<file path="src/rtl/add_pkg.sv">
// Shared types and helpers for the adder-sharing arbiter.
// Latency: none (declarations only).
// Backpressure: not applicable.
package add_pkg;

    localparam int ADD_DW = 4;

    typedef enum logic [1:0] {
        IDLE,
        CALC,
        DONE
    } state_t;

    function automatic int rr_next(input int ptr, input int n);
        return (ptr + 1) % n;
    endfunction

endpackage

</file>
<file path="src/rtl/add_share_arbiter_if.sv">
// Requester and result channels of the shared-adder arbiter.
// Latency: none (wiring only).
// Backpressure: req_ready per requester, res_ready on the result channel.
interface add_share_arbiter_if #(
    parameter int NREQ = 4,
    parameter int DW   = 4,
    parameter int IDW  = $clog2(NREQ)
);
    logic [NREQ-1:0]    req_valid;
    logic [NREQ-1:0]    req_ready;
    logic [NREQ*DW-1:0] req_a;
    logic [NREQ*DW-1:0] req_b;
    logic               res_valid;
    logic               res_ready;
    logic [DW-1:0]      res_sum;
    logic [IDW-1:0]     res_id;
    logic               busy;

    modport master (
        output req_valid, req_a, req_b, res_ready,
        input  req_ready, res_valid, res_sum, res_id, busy
    );

    modport slave (
        input  req_valid, req_a, req_b, res_ready,
        output req_ready, res_valid, res_sum, res_id, busy
    );
endinterface

</file>
<file path="src/rtl/add_rr_pick.sv">
// Round-robin pick: first valid requester at or after ptr, wrapping.
// Latency: combinational.
// Backpressure: none; caller decides when the grant is consumed.
module add_rr_pick #(
    parameter int NREQ = 4,
    parameter int IDW  = $clog2(NREQ)
) (
    input  logic [NREQ-1:0] req_valid,
    input  logic [IDW-1:0]  ptr,
    output logic [IDW-1:0]  grant,
    output logic            any_valid
);
    int idx;

    always_comb begin
        grant     = '0;
        any_valid = 1'b0;
        idx       = 0;
        for (int k = 0; k < NREQ; k++) begin
            idx = (int'(ptr) + k) % NREQ;
            if (!any_valid && req_valid[IDW'(idx)]) begin
                grant     = IDW'(idx);
                any_valid = 1'b1;
            end
        end
    end
endmodule

</file>
<file path="src/rtl/binary_adder.sv">
// 4-bit modulo-16 adder; carry-out is dropped.
// Latency: combinational.
// Backpressure: none.
module binary_adder (
    input  logic [3:0] a,
    input  logic [3:0] b,
    output logic [3:0] sum
);
    assign sum = a + b;
endmodule

</file>
<file path="src/rtl/add_share_arbiter.sv">
// Shares one binary_adder among NREQ requesters with round-robin grant.
// Latency: accept edge T -> res_valid after edge T+1; one result per 2 cycles peak.
// Backpressure: res_ready low holds the result and closes the accept window.
module add_share_arbiter
    import add_pkg::*;
#(
    parameter int NREQ = 4,
    parameter int IDW  = $clog2(NREQ),
    parameter int DW   = 4
) (
    input  logic              clk,
    input  logic              rst_n,
    add_share_arbiter_if.slave bus
);
    if (DW != ADD_DW) begin : g_dw_chk
        $error("add_share_arbiter: DW must equal ADD_DW");
    end
    if (NREQ < 2 || NREQ > 8) begin : g_nreq_chk
        $error("add_share_arbiter: NREQ must be 2..8");
    end

    state_t          state_q, state_d;
    logic [IDW-1:0]  ptr_q;
    logic [IDW-1:0]  id_q;
    logic [DW-1:0]   op_a, op_b;
    logic [DW-1:0]   a_sel, b_sel;
    logic [DW-1:0]   sum;
    logic            res_valid_q;
    logic [DW-1:0]   res_sum_q;
    logic [IDW-1:0]  res_id_q;
    logic            busy_q;
    logic [IDW-1:0]  grant;
    logic            any_valid;
    logic            accept_win;
    logic            accept;
    logic [NREQ-1:0] req_ready_c;

    add_rr_pick #(.NREQ(NREQ), .IDW(IDW)) u_pick (
        .req_valid (bus.req_valid),
        .ptr       (ptr_q),
        .grant     (grant),
        .any_valid (any_valid)
    );

    binary_adder u_add (
        .a   (op_a),
        .b   (op_b),
        .sum (sum)
    );

    always_comb begin
        a_sel = '0;
        b_sel = '0;
        for (int i = 0; i < NREQ; i++) begin
            if (grant == IDW'(i)) begin
                a_sel = bus.req_a[i*DW +: DW];
                b_sel = bus.req_b[i*DW +: DW];
            end
        end
    end

    always_comb begin
        accept_win = 1'b0;
        state_d    = state_q;
        case (state_q)
            IDLE: accept_win = 1'b1;
            CALC: state_d    = DONE;
            DONE: accept_win = bus.res_ready;
            default: state_d = IDLE;
        endcase
        accept = accept_win && any_valid;
        if (state_q != CALC && accept_win) begin
            state_d = accept ? CALC : IDLE;
        end
    end

    // rst_n gates the strobe so nothing is accepted while reset is asserted.
    always_comb begin
        req_ready_c = '0;
        if (accept && rst_n) begin
            req_ready_c[grant] = 1'b1;
        end
    end

    always_ff @(posedge clk or negedge rst_n) begin
        if (!rst_n) begin
            state_q     <= IDLE;
            ptr_q       <= '0;
            id_q        <= '0;
            op_a        <= '0;
            op_b        <= '0;
            res_valid_q <= 1'b0;
            res_sum_q   <= '0;
            res_id_q    <= '0;
            busy_q      <= 1'b0;
        end else begin
            state_q <= state_d;
            busy_q  <= (state_d != IDLE);
            if (accept) begin
                op_a  <= a_sel;
                op_b  <= b_sel;
                id_q  <= grant;
                ptr_q <= IDW'(rr_next(int'(grant), NREQ));
            end
            if (state_q == CALC) begin
                res_valid_q <= 1'b1;
                res_sum_q   <= sum;
                res_id_q    <= id_q;
            end else if (state_q == DONE && bus.res_ready) begin
                res_valid_q <= 1'b0;
            end
        end
    end

    assign bus.req_ready = req_ready_c;
    assign bus.res_valid = res_valid_q;
    assign bus.res_sum   = res_sum_q;
    assign bus.res_id    = res_id_q;
    assign bus.busy      = busy_q;
endmodule

</file>
<file path="src/flat_wrapper.sv">
// flat-port wrapper written by rule: the top's interface ports become plain ports
module add_share_arbiter_flat import add_pkg::*;
#(
    parameter int NREQ = 4,
    parameter int IDW  = $clog2(NREQ),
    parameter int DW   = 4
)
  (clk, rst_n, bus_req_valid, bus_req_a, bus_req_b, bus_res_ready, bus_req_ready, bus_res_valid, bus_res_sum, bus_res_id, bus_busy);
  add_share_arbiter_if #(.NREQ(NREQ), .DW(DW), .IDW(IDW)) bus_i ();
  input  logic clk;
  input  logic rst_n;
  input wire logic [$bits(bus_i.req_valid)-1:0] bus_req_valid;
  input wire logic [$bits(bus_i.req_a)-1:0] bus_req_a;
  input wire logic [$bits(bus_i.req_b)-1:0] bus_req_b;
  input wire logic [$bits(bus_i.res_ready)-1:0] bus_res_ready;
  output wire logic [$bits(bus_i.req_ready)-1:0] bus_req_ready;
  output wire logic [$bits(bus_i.res_valid)-1:0] bus_res_valid;
  output wire logic [$bits(bus_i.res_sum)-1:0] bus_res_sum;
  output wire logic [$bits(bus_i.res_id)-1:0] bus_res_id;
  output wire logic [$bits(bus_i.busy)-1:0] bus_busy;
  assign bus_i.req_valid = bus_req_valid;
  assign bus_i.req_a = bus_req_a;
  assign bus_i.req_b = bus_req_b;
  assign bus_i.res_ready = bus_res_ready;
  assign bus_req_ready = bus_i.req_ready;
  assign bus_res_valid = bus_i.res_valid;
  assign bus_res_sum = bus_i.res_sum;
  assign bus_res_id = bus_i.res_id;
  assign bus_busy = bus_i.busy;
  add_share_arbiter #(.NREQ(NREQ), .IDW(IDW), .DW(DW)) u_core (.clk(clk), .rst_n(rst_n), .bus(bus_i));
endmodule
</file>
<file path="config.mk">
export PLATFORM = sky130hd
export DESIGN_NAME = add_share_arbiter_flat
export DESIGN_NICKNAME = d
export VERILOG_FILES = /design/src/rtl/add_pkg.sv /design/src/rtl/add_share_arbiter_if.sv /design/src/rtl/add_rr_pick.sv /design/src/rtl/binary_adder.sv /design/src/rtl/add_share_arbiter.sv /design/src/flat_wrapper.sv
export SDC_FILE = /design/constraint.sdc
export NUM_CORES = 1
export LEC_CHECK = 0
export ABC_AREA = 1
export ABC_CLOCK_PERIOD_IN_PS = 3500
export BUFFER_PORTS_ARGS = -buffer_cell sky130_fd_sc_hd__buf_2
export CAP_MARGIN = 20
export CORE_ASPECT_RATIO = 1.2
export CORE_MARGIN = 1.5
export CORE_UTILIZATION = 55
export CTS_CLUSTER_DIAMETER = 80
export DETAILED_ROUTE_END_ITERATION = 16
export PLACE_DENSITY = 0.92
export SYNTH_ARGS = -nofsm -noshare
export SYNTH_HDL_FRONTEND = slang
export SYNTH_SLANG_ARGS = --single-unit
export TNS_END_PERCENT = 30
</file>
<file path="constraint.sdc">
create_clock -name clk -period 3.5 [get_ports clk]
set_input_delay 0.175 -clock clk [delete_from_list [all_inputs] [get_ports clk]]
set_output_delay 0.175 -clock clk [all_outputs]
set_load 0.01 [all_outputs]
</file>
==> summary.md <==
| Metric | Value |
|---|---|
| TritonCTS clock tree | built |
| HP Class | in2reg |
| Hold Crit Start | bus_res_ready |
| Startpoint class of the critical path | register |
| Synth Register Bits | 22 |
| Setup bufs post-CTS | 0 |
| Gate power share | 70.3% |
| RSZ-0062 raised after global routing | false |
| Final period util | 88.2% |
| Sequential share of power | 21.1% |
| DR DRC count | 0 |
| Peak supply drop | 0.000857 V |
| Clock Sinks | 22 |
| # setup viols final | 0 |
| Total Neg Setup Slack | 0 ns |
| Sw Share | 52.5% |
| CTS Buf Count | 3 |
| Tmin final | 3.09 ns |
| Crit path capture type | primary output |
| Placer Congestion | 0.834 |
| Worst Tran Pin Value | 0.501 ns |
| Critical Path Fanout Max | 12 |
| Initial antenna violation count | 0 |
| Vias in the first global route | 1,559 |
| Fin Clk Skew | 0.00509 ns |
| Hold Vio Cnt, Final | 0 |
| First-pass GRT wire length | 6180 µm |
| Nets | 330 |
| FF-to-FF Start | u_core.ptr_q[0] |
| Leading cell types in the layout, fill and taps excluded | 98 x nand2_1, 50 x buf_2, 22 x inv_1, 22 x o21ai_0, 22 x dfrtp_1 |
| Vias post-DR | 1,578 |
| Register area share after synthesis | 34.2% |
| Status | finished clean |
| Power per cell area | 1170 mW/mm² |
| DR vias/cell | 5.04 |
| Clk slew on worst S/H paths | 0.13 ns |
| R2R Path End | u_core.op_b[0] |
| Final Max Slew Viols | 0 |
| # rows | 21 |
| Rel. slew slack | 66.6% |
| Clk Latency, worst-skew pair | 0.31 ns |
| Die height | 62.3 µm |
| Max-Cap Viols | 0 |
| Distinct cell type count after synthesis | 23 |
| Syn_nets | 281 |
| Starting DRC count in detailed routing | 54 |
| Syn_area_per_cell | 6.98 µm² |
| Leading cell type in the layout, fill and taps excluded | nand2_1 |
| WHS Endpoint | u_core.bus.res_valid |
| Post-Syn Instances | 231 |
| Area Overhead vs Synth | 19.2% |
| FF/Latch Area | 551 µm² |
| Layout cells sized above 1 | 25.8% |
| Pre-Repair DR Iteration Count | 4 |
| WL/cell | 10.9 µm |
| Overall power | 0.00225 W |
| Largest net degree at the start of global routing | 24 |
| Fill cells | 253 |
| Hold WS | 0.112 ns |
| Clock power share | 8.6% |
| Synth warn | 0 |
| Critical Path AT | 2.91 ns |
| Leak pwr | 1.10 nW |
| Reg2Reg Setup Slack | 0.55 ns |
| P_int | 0.00107 W |
| GRT overflow | 0 |
| Crit path required time | 3.32 ns |
| Multi-input logic area | 922 µm² |
| Peak Freq | 0.324 GHz |
| Core Region | 0.00279 mm² |
| DP HPWL | 2670 µm |
| Port bufs | 50 |
| Hold depth | 4 |
| R2R cell count | 19 |
| Mapped cell area | 0.00161 mm² |
| Die area | 0.00327 mm² |
| Antenna Violating Nets Remaining | 0 |
| Die width | 52.4 µm |
| WL final | 3410 µm |
| CTS root buffer | clkbuf_4 |
| CTS max path bufs | 2 |
| I/O pins | 51 |
| H-tree depth | 1 |
| Switch Pwr | 0.00118 W |
| Number of diodes | 0 |
| Critical path class | reg2out |
| GRT Overall Usage | 23.8% |
| Initial Utilization | 57.9% |
[power groups by stage]
stage,clock [W],sequential (W),combinational [W]
after CTS,0.000200,0.000474,0.00157
final,0.000193,0.000474,0.00158
after detailed placement,0,0.000479,0.00155
after global placement,0,0.000470,0.00151
after floorplan,0,0.000470,0.00129
after global routing,0.000213,0.000491,0.00187
[cell families after synthesis]
logic type               share of synthesized area (%)
adder cells (fa/ha/maj)                           9.01
AND/OR/NAND/NOR                                   34.3
XOR/XNOR                                          1.63
flip-flops                                        34.2
AO/OA/AOI/OAI                                     12.1
buffers and inverters                             8.77
[area by class of cell]
cell class | count | area share [%]
Clock inverter | 1 | 1.56
Timing Repair Buffer | 51 | 13.6
Sequential cell | 22 | 28.7
Tap cell | 34 | 2.21
Inverter | 24 | 4.82
Clock buffer | 3 | 1.17
Multi-Input combinational cell | 178 | 48.0
[worst max-delay path by stage]
stage	from	to	slack [ns]	cells past startpoint
global route	u_core.ptr_q[0]	u_core.op_b[3]	0.13	17
global placement	u_core.ptr_q[0]	u_core.op_a[3]	0.68	17
CTS	u_core.ptr_q[0]	bus_req_ready[2]	0.42	14
floorplan	u_core.ptr_q[0]	u_core.op_b[1]	1.12	18
detailed placement	u_core.ptr_q[0]	u_core.op_b[0]	0.57	19
finish	u_core.ptr_q[0]	bus_req_ready[2]	0.41	14
[stage by stage]
stage / utilization, % / cell area (µm²) / setup slack (ns) / cells
5_1_grt: 69.0 / 1920 / 0.129 / 313
6_report: 69.0 / 1920 / 0.414 / 313
3_5_place_dp: 66.6 / 1860 / 0.575 / 308
3_3_place_gp: 66.6 / 1860 / 0.685 / 308
4_1_cts: 68.9 / 1920 / 0.425 / 313
2_1_floorplan: - / 1610 / 1.12 / 231
[sequential cells by signal, indices dropped and copies added, names as in the netlist]
register and count:
u_core.id_q 2, u_core.bus.res_valid 1, u_core.state_q 2, u_core.bus.res_id 2, u_core.ptr_q 2, u_core.bus.busy 1, u_core.op_b 4, u_core.op_a 4
u_core.bus.res_sum 4
[critical path, cell delays in order, from the launching register on]
cell and delay, ns:
dfrtp_1 0.65, inv_1 0.21, nand2_1 0.10, nand2_1 0.11, nand2_2 0.11, nand2_2 0.06, nor2_4 0.11, nand3_1 0.10
nand3_1 0.13, nand2_1 0.12, inv_1 0.10, ha_1 0.34, inv_1 0.21, nor2_1 0.13, buf_2 0.13
[what timing repair did]
action                     in CTS  in global routing
hold endpoints to repair       22                  0
hold buffers                    1                  0
setup endpoints to repair       0                  1
gates resized for setup         0                  1
[routing by layer]
layer  global-route usage (%)  part of all wire, %  vias up  wire length, µm
li1                         -                    -      821                -
met1                     28.9                   42      692             1430
met2                     41.9                   51       59             1740
met3                     2.88                  5.7        6              196
met4                     8.33                  1.2        0               42
met5                        0                    0        -                0
[synthesized netlist by cell type]
cell      count  area (µm²)
nand2_1      98         368
dfrtp_1      22         551
inv_1        22        82.6
o21ai_0      22         110
a21oi_1      10        50.1
ha_1         10         125
nand3_1       8        40.0
nor2_1        7        26.3
nand2_2       6        37.5
clkbuf_1      4        15.0
buf_6         3        33.8
nand2_4       3        33.8
nand3_2       3        30.0
o21ai_1       2        10.0
o21ai_2       2        17.5
xor2_1        2        17.5
fa_1          1        20.0
inv_2         1        3.75
inv_4         1        6.26
nand4_1       1        6.26
nor2_4        1        11.3
o211ai_1      1        7.51
xnor2_1       1        8.76
Note: power is estimated with default switching activity, not from simulation.
